===== src/rtl/dmux_pkg.sv =====
// Shared defaults and helpers for the dmux_stream demultiplexer.
package dmux_pkg;

  localparam int DEF_WIDTH = 16;
  localparam int DEF_NCH   = 8;
  localparam int CNT_W     = 16;

  // Smallest r with 2**r >= n, kept at least 1 so a select port always exists.
  function automatic int clog2(input int n);
    int r;
    r = 1;
    for (int i = 1; i < 31; i++) begin
      if ((1 << i) < n) r = i + 1;
    end
    return r;
  endfunction

endpackage


===== src/rtl/dmux_slot.sv =====
// Single-channel 1-entry holding register: load wins over drain so a full
// slot can be emptied and refilled on the same edge.
module dmux_slot #(
  parameter int WIDTH = 16
) (
  input  logic             clk,
  input  logic             rst_n,
  input  logic             i_load,
  input  logic [WIDTH-1:0] i_data,
  input  logic             i_drain,
  output logic [WIDTH-1:0] o_data,
  output logic             o_full
);

  logic [WIDTH-1:0] r_data;
  logic             r_full;

  always_ff @(posedge clk) begin
    if (!rst_n) begin
      r_full <= 1'b0;
      r_data <= '0;
    end else if (i_load) begin
      r_full <= 1'b1;
      r_data <= i_data;
    end else if (i_drain) begin
      r_full <= 1'b0;
    end
  end

  assign o_data = r_data;
  assign o_full = r_full;

endmodule


===== src/rtl/dmux_stream.sv =====
// Registered 1-to-NCH valid/ready stream demultiplexer with per-channel slots.
// Optional broadcast routing is enabled by defining DMUX_STREAM_BCAST_EN.
module dmux_stream
  import dmux_pkg::*;
#(
  parameter  int WIDTH = DEF_WIDTH,
  parameter  int NCH   = DEF_NCH,
  localparam int SELW  = clog2(NCH)
) (
  input  logic                 clk,
  input  logic                 rst_n,
  input  logic [WIDTH-1:0]     in_data,
  input  logic [SELW-1:0]      in_sel,
  input  logic                 in_valid,
`ifdef DMUX_STREAM_BCAST_EN
  input  logic                 in_bcast,
`endif
  output logic                 in_ready,
  output logic [NCH*WIDTH-1:0] out_data,
  output logic [NCH-1:0]       out_valid,
  input  logic [NCH-1:0]       out_ready,
  output logic                 err_sel,
  output logic [CNT_W-1:0]     word_cnt
);

  logic [NCH-1:0]   w_hit;
  logic [NCH-1:0]   w_room;
  logic [NCH-1:0]   w_load;
  logic [NCH-1:0]   w_full;
  logic             w_sel_ok;
  logic             w_bcast;
  logic             w_acc;
  logic             r_err_sel;
  logic [CNT_W-1:0] r_word_cnt;

`ifdef DMUX_STREAM_BCAST_EN
  assign w_bcast = in_bcast;
`else
  assign w_bcast = 1'b0;
`endif

  assign w_sel_ok = (32'(in_sel) < 32'(NCH));
  assign w_room   = ~w_full | out_ready;

  // Out-of-range selects are always accepted so they cannot wedge the source.
  always_comb begin
    in_ready = 1'b1;
    if (w_bcast)       in_ready = &w_room;
    else if (w_sel_ok) in_ready = |(w_hit & w_room);
  end

  assign w_acc = in_valid & in_ready;

  for (genvar i = 0; i < NCH; i++) begin : g_slot
    assign w_hit[i]  = (in_sel == SELW'(i));
    assign w_load[i] = w_acc & (w_bcast | w_hit[i]);

    dmux_slot #(.WIDTH(WIDTH)) u_slot (
      .clk    (clk),
      .rst_n  (rst_n),
      .i_load (w_load[i]),
      .i_data (in_data),
      .i_drain(out_ready[i]),
      .o_data (out_data[i*WIDTH +: WIDTH]),
      .o_full (w_full[i])
    );
  end

  // Bookkeeping: counts delivered words, latches discarded bad selects.
  always_ff @(posedge clk) begin
    if (!rst_n) begin
      r_err_sel  <= 1'b0;
      r_word_cnt <= '0;
    end else if (w_acc) begin
      if (w_bcast || w_sel_ok) r_word_cnt <= r_word_cnt + 1'b1;
      else                     r_err_sel  <= 1'b1;
    end
  end

  assign out_valid = w_full;
  assign err_sel   = r_err_sel;
  assign word_cnt  = r_word_cnt;

endmodule


===== config.mk =====
export PLATFORM = sky130hd
export DESIGN_NAME = dmux_stream
export DESIGN_NICKNAME = d
export VERILOG_FILES = /design/src/rtl/dmux_pkg.sv /design/src/rtl/dmux_slot.sv /design/src/rtl/dmux_stream.sv
export SDC_FILE = /design/constraint.sdc
export NUM_CORES = 1
export LEC_CHECK = 0
export BUFFER_PORTS_ARGS = -buffer_cell sky130_fd_sc_hd__buf_4
export CAP_MARGIN = 15
export CORE_MARGIN = 2
export CORE_UTILIZATION = 45
export DETAILED_ROUTE_END_ITERATION = 10
export PLACE_DENSITY = 0.75
export REMOVE_ABC_BUFFERS = 1
export SLEW_MARGIN = 20
export SYNTH_ARGS = -nofsm -noshare
export SYNTH_HDL_FRONTEND = slang
export SYNTH_SLANG_ARGS = --single-unit

===== constraint.sdc =====
create_clock -name clk -period 2.2 [get_ports clk]
set_clock_uncertainty 0.15 [all_clocks]
set_input_delay 0.33 -clock clk [delete_from_list [all_inputs] [get_ports clk]]
set_output_delay 0.33 -clock clk [all_outputs]
set_load 0.1 [all_outputs]

; ---- Word level (Yosys, flattened, before mapping)
; Cells that the tools add are included.
[totals]
out_inout_bits = 154
latchBits = 0
ram_bits = 0
register_bits = 152
mem_count = 0
input_bits = 30
mem_bits_ro = 0
[op_classes]
muxes = 16
eq_ne = 7
n_div = 0
n_reduce_logical = 10
bitwise = 12
order_cmp = 0
addsub = 1
shift = 0
mul = 0
[op_table]
columns = operator, count
row1 = "16-bit by 1-bit adder with 16-bit output, second input constant", 1
row2 = 1-bit two-way mux, 16
row3 = 2-bit nonzero test, 8
row4 = "3-bit == test, second input constant", 4
row5 = 1-bit bitwise AND, 9
row6 = 8-bit bitwise AND, 1
row7 = 8-bit inverter, 1
row8 = 8-bit bitwise OR, 1
row9 = 8-bit OR reduction, 1
row10 = "3-bit by 2-bit == test with 1-bit output, second input constant", 2
row11 = "3-bit by 1-bit == test with 1-bit output, second input constant", 1
row12 = 3-bit zero test, 1

; ---- Longest topological paths before layout
; Gate-level depths: netlist of run 1.
[depth]
ltp_word = 7
mapped_depth = 7
ltp_nobuf = 5

; ---- Hierarchy
; Synthesis of run 1 repeated with hierarchy kept, for this count alone.
[hier_totals]
cells_unflattened = 555
area_unflattened_um2 = 6183.4
[modules_own_cells]
columns = mod, cells_per_inst, n_inst, area_each_um2, seq_area_each_um2
row1 = dmux_slot, 54, 8, 649.4, 340.3
row2 = dmux_stream, 123, 1, 988.4, 320.3

; ---- Worst setup path after synthesis of run 1
; No wires, ideal clock.
[synth_path]
path_type = register to output
start = register g_slot[7].u_slot.r_full
end = output port in_ready
stages_incl_launch_ff = 4
n_path_buf = 0
path_slack_ns = -0.666
required_time_ns = 1.720
t_arrival_ns = 2.386
path_cell_list = dfxtp_1 > nor2b_4 > mux4_2 > a21oi_1
[synth_between]
elab_chain_len = 4
[synth_lines]
columns = element, line
row1 = start: declaration, dmux_slot.sv:16  ; logic r_full;
row2 = start signal: assignment, dmux_slot.sv:20  ; r_full <= 1'b0;
row3 = start signal: assignment, dmux_slot.sv:23  ; r_full <= 1'b1;
row4 = start signal: assignment, dmux_slot.sv:26  ; r_full <= 1'b0;
row5 = 8-bit inverter, dmux_stream.sv:43  ; assign w_room = ~w_full | out_ready;
row6 = 8-bit bitwise OR, dmux_stream.sv:43
row7 = 8-bit bitwise AND, dmux_stream.sv:49  ; else if (w_sel_ok) in_ready = |(w_hit & w_room);
row8 = 8-bit OR reduction, dmux_stream.sv:49
row9 = end: declaration, dmux_stream.sv:18  ; output logic in_ready,
; Every way passes these cells.

; ---- Final worst setup path of run 1
; Ends and elaborated chain as after synthesis.

==> run_results.csv, run 1 <==
group,metric,value,unit
sta,fin_crit,2240,ps
finish,drive_gt1_share,32.7,%
synthesis,synthMuxAreaShare,12.2,%
routing,wl_per_cell,17.1,microns
global_route,antenna_found_initial,0,
finish,fillers,1028,
synthesis,synth-async-reset-ratio,0,%
synthesis,synth_xor_area_share,0.151,%
synthesis,syn-cell-area,5800,sq um
finish,multi_input_area,2540,sq um
global_route,overflow,0,
sta,relSlewSlack,50.0,%
routing,routed_via_density,5.23,
synthesis,yosys.area_share.simple,20.6,%
clock_tree,numCtsBuffers,17,
synthesis,ys_ff_latch,152,
floorplanning,initial_core_util,45.9,%
placement,hpwl,11800,microns
pwr,power,6.84,mW
placement,post_dp_cell_area,7370,sq um
synthesis,ys_seq_area_share,52.5,%
pwr,peakVddDrop,0.456,mV
synthesis,synth.area.top_cells,"dfxtp_1 53%, mux2i_1 11%, nand2_1 8.9%, a21oi_1 6.6%, nor2_1 5.2%",
worst_setup_path,cp-end-kind,"output pin",
sta,rsz0062_at_grt,"true",
global_route,first_global_vias,5081,
routing,drt-total-wl,17100,microns
worst_setup_path,worstPathRequired,1720,ps
sta,max_freq,447,MHz
synthesis,synth_top_family_by_area,"simple AND/OR/NAND/NOR gates",
finish,final_nets,849,
global_route,grt_max_degree,46,
routing,vias,5244,
global_route,track_usage,24.4,%
floorplanning,num_rows,41,
finish,n_antenna_cell,0,
flow_run,maxCapViolations,0,
synthesis,synth-compound-area-share,8.74,%
sta,slew_viol_final,0,
synthesis,postSynthCellCount,656,
placement,dp_cells,971,
routing,antenna_left,0,
synthesis,netlist_top_cells_count,"152 x dfxtp_1, 138 x nand2_1, 80 x nor2_1, 77 x a21oi_1, 66 x mux2i_1",
clock_tree,root_buffer,"clkbuf_16",
synthesis,syn_area_per_cell,8.83,sq um
routing,drtIter0Drc,430,
sta,period_share,102,%
synthesis,synth.distinct_cells,33,
routing,post-route-drc-count,0,
routing,first_pass_iters,5,
clock_tree,cts_tree,"built",
finish,final_util,64.1,%
status,violations,"negative setup slack",
status,status,"finished, violations left",
synthesis,synth_warnings,0,
floorplanning,die_area,13800,sq um
clock_tree,cts_htree_levels,4,
clock_tree,postCtsSetupRepairBufs,0,
finish,regArea,3050,sq um
pwr,leakage,3.48,nW
min_path,hold_class,"input pin to flip-flop",
synthesis,synthAdderAreaFrac,0.216,%
placement,port_buffers,182,
clock_tree,cts_num_sinks,152,
sta,worst_slack,-35.0,ps
synthesis,synthFlopType,"dfxtp_1",
global_route,grt_pass1_wl,26600,microns
floorplanning,coreArea,12600,sq um
sta,setup_viol,4,
floorplanning,die_h,117,microns
clock_tree,cts.clk_slew.worst_paths,60,ps
finish,areaGrowthSynthToFinish,39.6,%
finish,fin_area,8090,sq um
synthesis,yosysTopAreaCellShare,52.5,%
worst_setup_path,start_kind,"flip-flop",
worst_setup_path,cp.arrival,1760,ps
finish,final_cells,1003,
clock_tree,clock_latency,420,ps
synthesis,yosysTopAreaCell,"dfxtp_1",
floorplanning,ios,184,
worst_setup_path,setup.worst_path.class,"flip-flop to output pin",
sta,tightest_slew,750,ps
floorplanning,dieWidth,117,microns
sta,hold_violations,0,
clock_tree,clk_path_buf_depth,2,
placement,gp_congestion,0.845,
worst_setup_path,worst-path-max-fanout,2,
synthesis,synth_edf_count,0,
pwr,power_density,845,nW/um^2
synthesis,synth_most_common_cell,"dfxtp_1",
==> layer usage <==
| metal | share of wire (%) | up-vias | wire (microns) | track usage, % |
|---|---|---|---|---|
| li1 | - | 2492 | - | - |
| met1 | 40 | 2515 | 6840 | 28.3 |
| met2 | 49 | 215 | 8340 | 40.5 |
| met3 | 9.6 | 22 | 1650 | 10.0 |
| met4 | 1.7 | 0 | 289 | 9.19 |
| met5 | 0 | - | 0 | 0 |
==> per-stage QoR <==
stage	hold slack (ps)	TNS [ps]	setup slack, ps
after global routing	44.2	-383	-74.2
after CTS	27.2	-64.7	-64.7
after detailed placement	299	0	3.17
after global placement	293	0	58.0
after floorplan	298	-148320	-2040
final	48.2	-92.1	-35.0
==> registers in the layout (all words and copies together) (netlist names) <==
name,cells
g_slot.u_slot.o_data,128
word_cnt,16
g_slot.u_slot.o_full,8
==> placed cells by master, fill, tap and decap left out, drive strengths merged, types with 5 or more instances in the layout <==
cell type,count
buf,210
nor4,6
a21oi,77
nand4,5
clkbuf,21
nor2,80
clkinv,5
mux2i,66
nand2b,5
or4,7
or3,6
o31ai,6
dfxtp,152
inv,6
nor2b,7
nand2,138
==> kinds of logic (layout without fill, tap and decap cells) <==
kind of cell	after synthesis	count (layout)
and+or+nand+nor	267	267
buffers and inverters	72	247
adders and majority gates	1	1
AOI/OAI and AO/OA	94	94
DFF	152	152
xor gates and xnor gates	1	1
muxes	68	68
other	1	1
==> timing repair <==
action                                  in CTS  in global routing
hold buffers                                 0                  0
endpoints found under the setup margin       1                  8
gates resized for setup                      3                 17
endpoints found under the hold margin        0                  0
pin swaps                                    1                  3
==> path summary, 6_finish.rpt <==
| kind | cells past startpoint | startpoint | end | slack, ps |
|---|---|---|---|---|
| max | 4 | g_slot[7].u_slot.o_full | in_ready | -40 |
| min | 3 | in_data[8] | g_slot[6].u_slot.o_data[8] | 50 |
| max reg2reg | 6 | g_slot[7].u_slot.o_full | word_cnt[15] | -20 |
| min reg2reg | 2 | g_slot[3].u_slot.o_data[8] | g_slot[3].u_slot.o_data[8] | 310 |
==> final cells by class <==
class / instances / share of cell area (%)
repair buffers: 210 / 20.1
multi-input cells: 432 / 31.4
flip-flops and latches: 152 / 37.6
clock inverters: 11 / 2.09
well taps: 172 / 2.66
inverters: 5 / 0.263
clock buffers: 21 / 5.81
==> report_power, final <==
group | internal (mW) | switching (mW) | total [mW]
sequential | 2.81 | 0.0372 | 2.85
clock | 1.99 | 1.12 | 3.11
combinational | 0.208 | 0.668 | 0.876
==> critical path, stage by stage, from the launching register on <==
cell and delay, ps:
dfxtp_2 320, nor2b_4 120, mux4_2 520, a21oi_4 180
buf_12 190
Note: power is estimated with default switching activity, not from simulation.
==> run 2, diff against run 1 <==
--- a/config.mk
+++ b/config.mk
@@ -10,9 +10,10 @@
 export CORE_MARGIN = 2
 export CORE_UTILIZATION = 45
 export DETAILED_ROUTE_END_ITERATION = 10
-export PLACE_DENSITY = 0.75
+export PLACE_DENSITY = 0.74
 export REMOVE_ABC_BUFFERS = 1
 export SLEW_MARGIN = 20
 export SYNTH_ARGS = -nofsm -noshare
 export SYNTH_HDL_FRONTEND = slang
+export SYNTH_HIERARCHICAL = 1
 export SYNTH_SLANG_ARGS = --single-unit
==> run 2 against run 1 <==
  * Critical endpoint unchanged
  * Critical path type unchanged
  * Non-clock buffer count increased by 9
  * Global-route usage is 2.2 points lower
  * The flow now finishes without violations
  * Critical path depth up 2
==> run_results.csv, run 2 <==
group,metric,value,unit
synthesis,postSynthCellCount,555,
global_route,track_usage,22.2,%
sta,max_freq,460,MHz
status,status,"complete, no violations",
clock_tree,cts.clk_slew.worst_paths,60,ps
synthesis,synth.distinct_cells,41,
finish,final_nets,794,
synthesis,netlist_top_cells_count,"152 x dfxtp_1, 137 x nor2b_1, 129 x mux2i_1, 16 x nor2_1",
sta,hold_ws,82.0,ps
routing,drtIter0Drc,177,
min_path,hold_class,"input pin to flip-flop",
placement,post_dp_cell_area,7810,sq um
global_route,grt_pass1_wl,24800,microns
floorplanning,die_area,14700,sq um
global_route,grt_max_degree,126,
pwr,power_density,762,nW/um^2
clock_tree,cts_num_sinks,152,
routing,antenna_left,0,
finish,regArea,3050,sq um
worst_setup_path,worstPathRequired,1720,ps
finish,fin_area,8600,sq um
routing,first_pass_iters,6,
synthesis,synth_warnings,6,
global_route,first_global_vias,4596,
finish,multi_input_area,2950,sq um
floorplanning,initial_core_util,46.3,%
worst_setup_path,cp.arrival,1700,ps
routing,drt-total-wl,16500,microns
floorplanning,dieWidth,121,microns
routing,wl_per_cell,17.4,microns
synthesis,synth_edf_count,0,
clock_tree,root_buffer,"clkbuf_16",
pwr,power,6.56,mW
sta,slew_viol_final,0,
sta,fin_crit,2180,ps
synthesis,synth_most_common_cell,"dfxtp_1",
clock_tree,clk_path_buf_depth,2,
clock_tree,cts_tree,"built",
finish,fillers,1071,
global_route,busiest_layer,"met2",
synthesis,yosysTopAreaCell,"dfxtp_1",
sta,setup_viol,0,
global_route,met3_usage,9.54,%
finish,final_cells,952,
global_route,groute.layer.met2.usage,34.5,%
routing,vias,4693,
synthesis,syn-cell-area,6180,sq um
finish,mostFrequentLayoutCells,"202 x buf_4, 149 x dfxtp_1, 137 x nor2b_1, 129 x mux2i_1, 18 x clkbuf_16",
placement,gp_congestion,0.826,
finish,n_antenna_cell,0,
pwr,peakVddDrop,0.466,mV
sta,rsz0062_at_grt,"true",
synthesis,synth-async-reset-ratio,0,%
synthesis,syn_area_per_cell,11.1,sq um
sta,period_share,98.9,%
floorplanning,num_rows,42,
synthesis,synthFlopType,"dfxtp_1",
global_route,overflow,0,
worst_setup_path,setup.worst_path.class,"flip-flop to output pin",
finish,layout_commonest_cell,"buf_4",
clock_tree,cts_htree_levels,4,
routing,routed_via_density,4.93,
sta,hold_violations,0,
finish,areaGrowthSynthToFinish,39.1,%
sta,worst_slack,24.9,ps
placement,pre_cts_slack,-168,ps
floorplanning,coreArea,13300,sq um
routing,post-route-drc-count,0,
placement,port_buffers,182,
worst_setup_path,cp-end-kind,"output pin",
pwr,leakage,3.32,nW
placement,dp_cells,914,
synthesis,ys_seq_area_share,49.2,%
synthesis,synth.area.top_cells,"dfxtp_1 49%, mux2i_1 21%, nor2b_1 14%, buf_12 2.6%, buf_6 1.6%",
synthesis,yosysTopAreaCellShare,49.2,%
flow_run,maxCapViolations,0,
clock_tree,numCtsBuffers,17,
floorplanning,die_h,121,microns
global_route,use_met1,28.1,%
floorplanning,ios,184,
synthesis,ys_ff_latch,152,
worst_setup_path,start_kind,"flip-flop",
finish,largest_register_ffs,128,
global_route,antenna_found_initial,0,
worst_setup_path,worst-path-max-fanout,3,
clock_tree,clock_latency,410,ps
placement,hpwl,11000,microns
finish,drive_gt1_share,35.3,%
run 2: changes by cell type after synthesis, sizes merged, moves of 5 or more:
cell    delta
a21oi     -72
clkbuf    -37
nand2    -129
or4        -5
xnor2     +10
o31ai      -5
nor2      -64
a211oi     +5
nor2b    +130
mux2i     +63
run 2: cell families after synthesis:
group                      Yosys count  synth area share (%)
muxes                              129                  20.9
DFF                                152                  49.2
buffers and inverters               35                  5.42
AOI/OAI and AO/OA                   28                  3.20
xor gates and xnor gates            11                  1.56
and+or+nand+nor                    198                  19.5
other                                1                0.0606
adders and majority gates            1                 0.202
run 2: repair_timing:
action	CTS	global route
cloned	1	1
buffers inserted	3	2
hold buffers	0	0
pin swaps	6	4
setup endpoints to repair	33	47
hold endpoints to repair	0	0
resized for setup	25	13
run 2: power by group:
group,switching (mW),internal (mW)
registers,0.0354,2.81
logic,0.628,0.259
clock network,1.14,1.69
run 2: cell type report:
cell class / instances / area share, %
Clock buffer: 19 / 5.15
Multi-Input combinational cell: 368 / 34.2
Timing Repair Buffer: 219 / 20.9
Inverter: 5 / 0.218
Clock inverter: 13 / 1.50
Tap cell: 176 / 2.56
Sequential cell: 152 / 35.4
run 2: final timing paths:
kind                                    start                           to  slack (ps)  cells past startpoint
hold reg to reg   g_slot[2].u_slot/o_data[15]  g_slot[2].u_slot/o_data[15]         360                      2
setup / recovery      g_slot[7].u_slot/o_full                     in_ready          20                      6
setup reg to reg      g_slot[7].u_slot/o_full   g_slot[4].u_slot/o_data[9]          40                      9
hold / removal                   out_ready[2]      g_slot[2].u_slot/o_full          80                      3
run 2: through the flow:
stage          utilization, %  setup TNS (ps)
2_1_floorplan               -         -204780
3_3_place_gp             58.5           -8500
3_5_place_dp             58.5          -13960
4_1_cts                  63.8               0
5_1_grt                  64.5            -688
6_report                 64.5               0
run 2: metal layers:
layer  vias to the layer above  share of wire [%]
li1                       2294                  -
met1                      2198                 44
met2                       182                 46
met3                        19                8.9
met4                         0                1.2
met5                         -                  0
run 2: worst max-delay path, cell delays in order, from the launching register on:
cell     delay (ps)
dfxtp_2         320
and4b_4         180
nor4_4          280
buf_4           190
nand2_4          60
nand2_4          70
buf_12          170
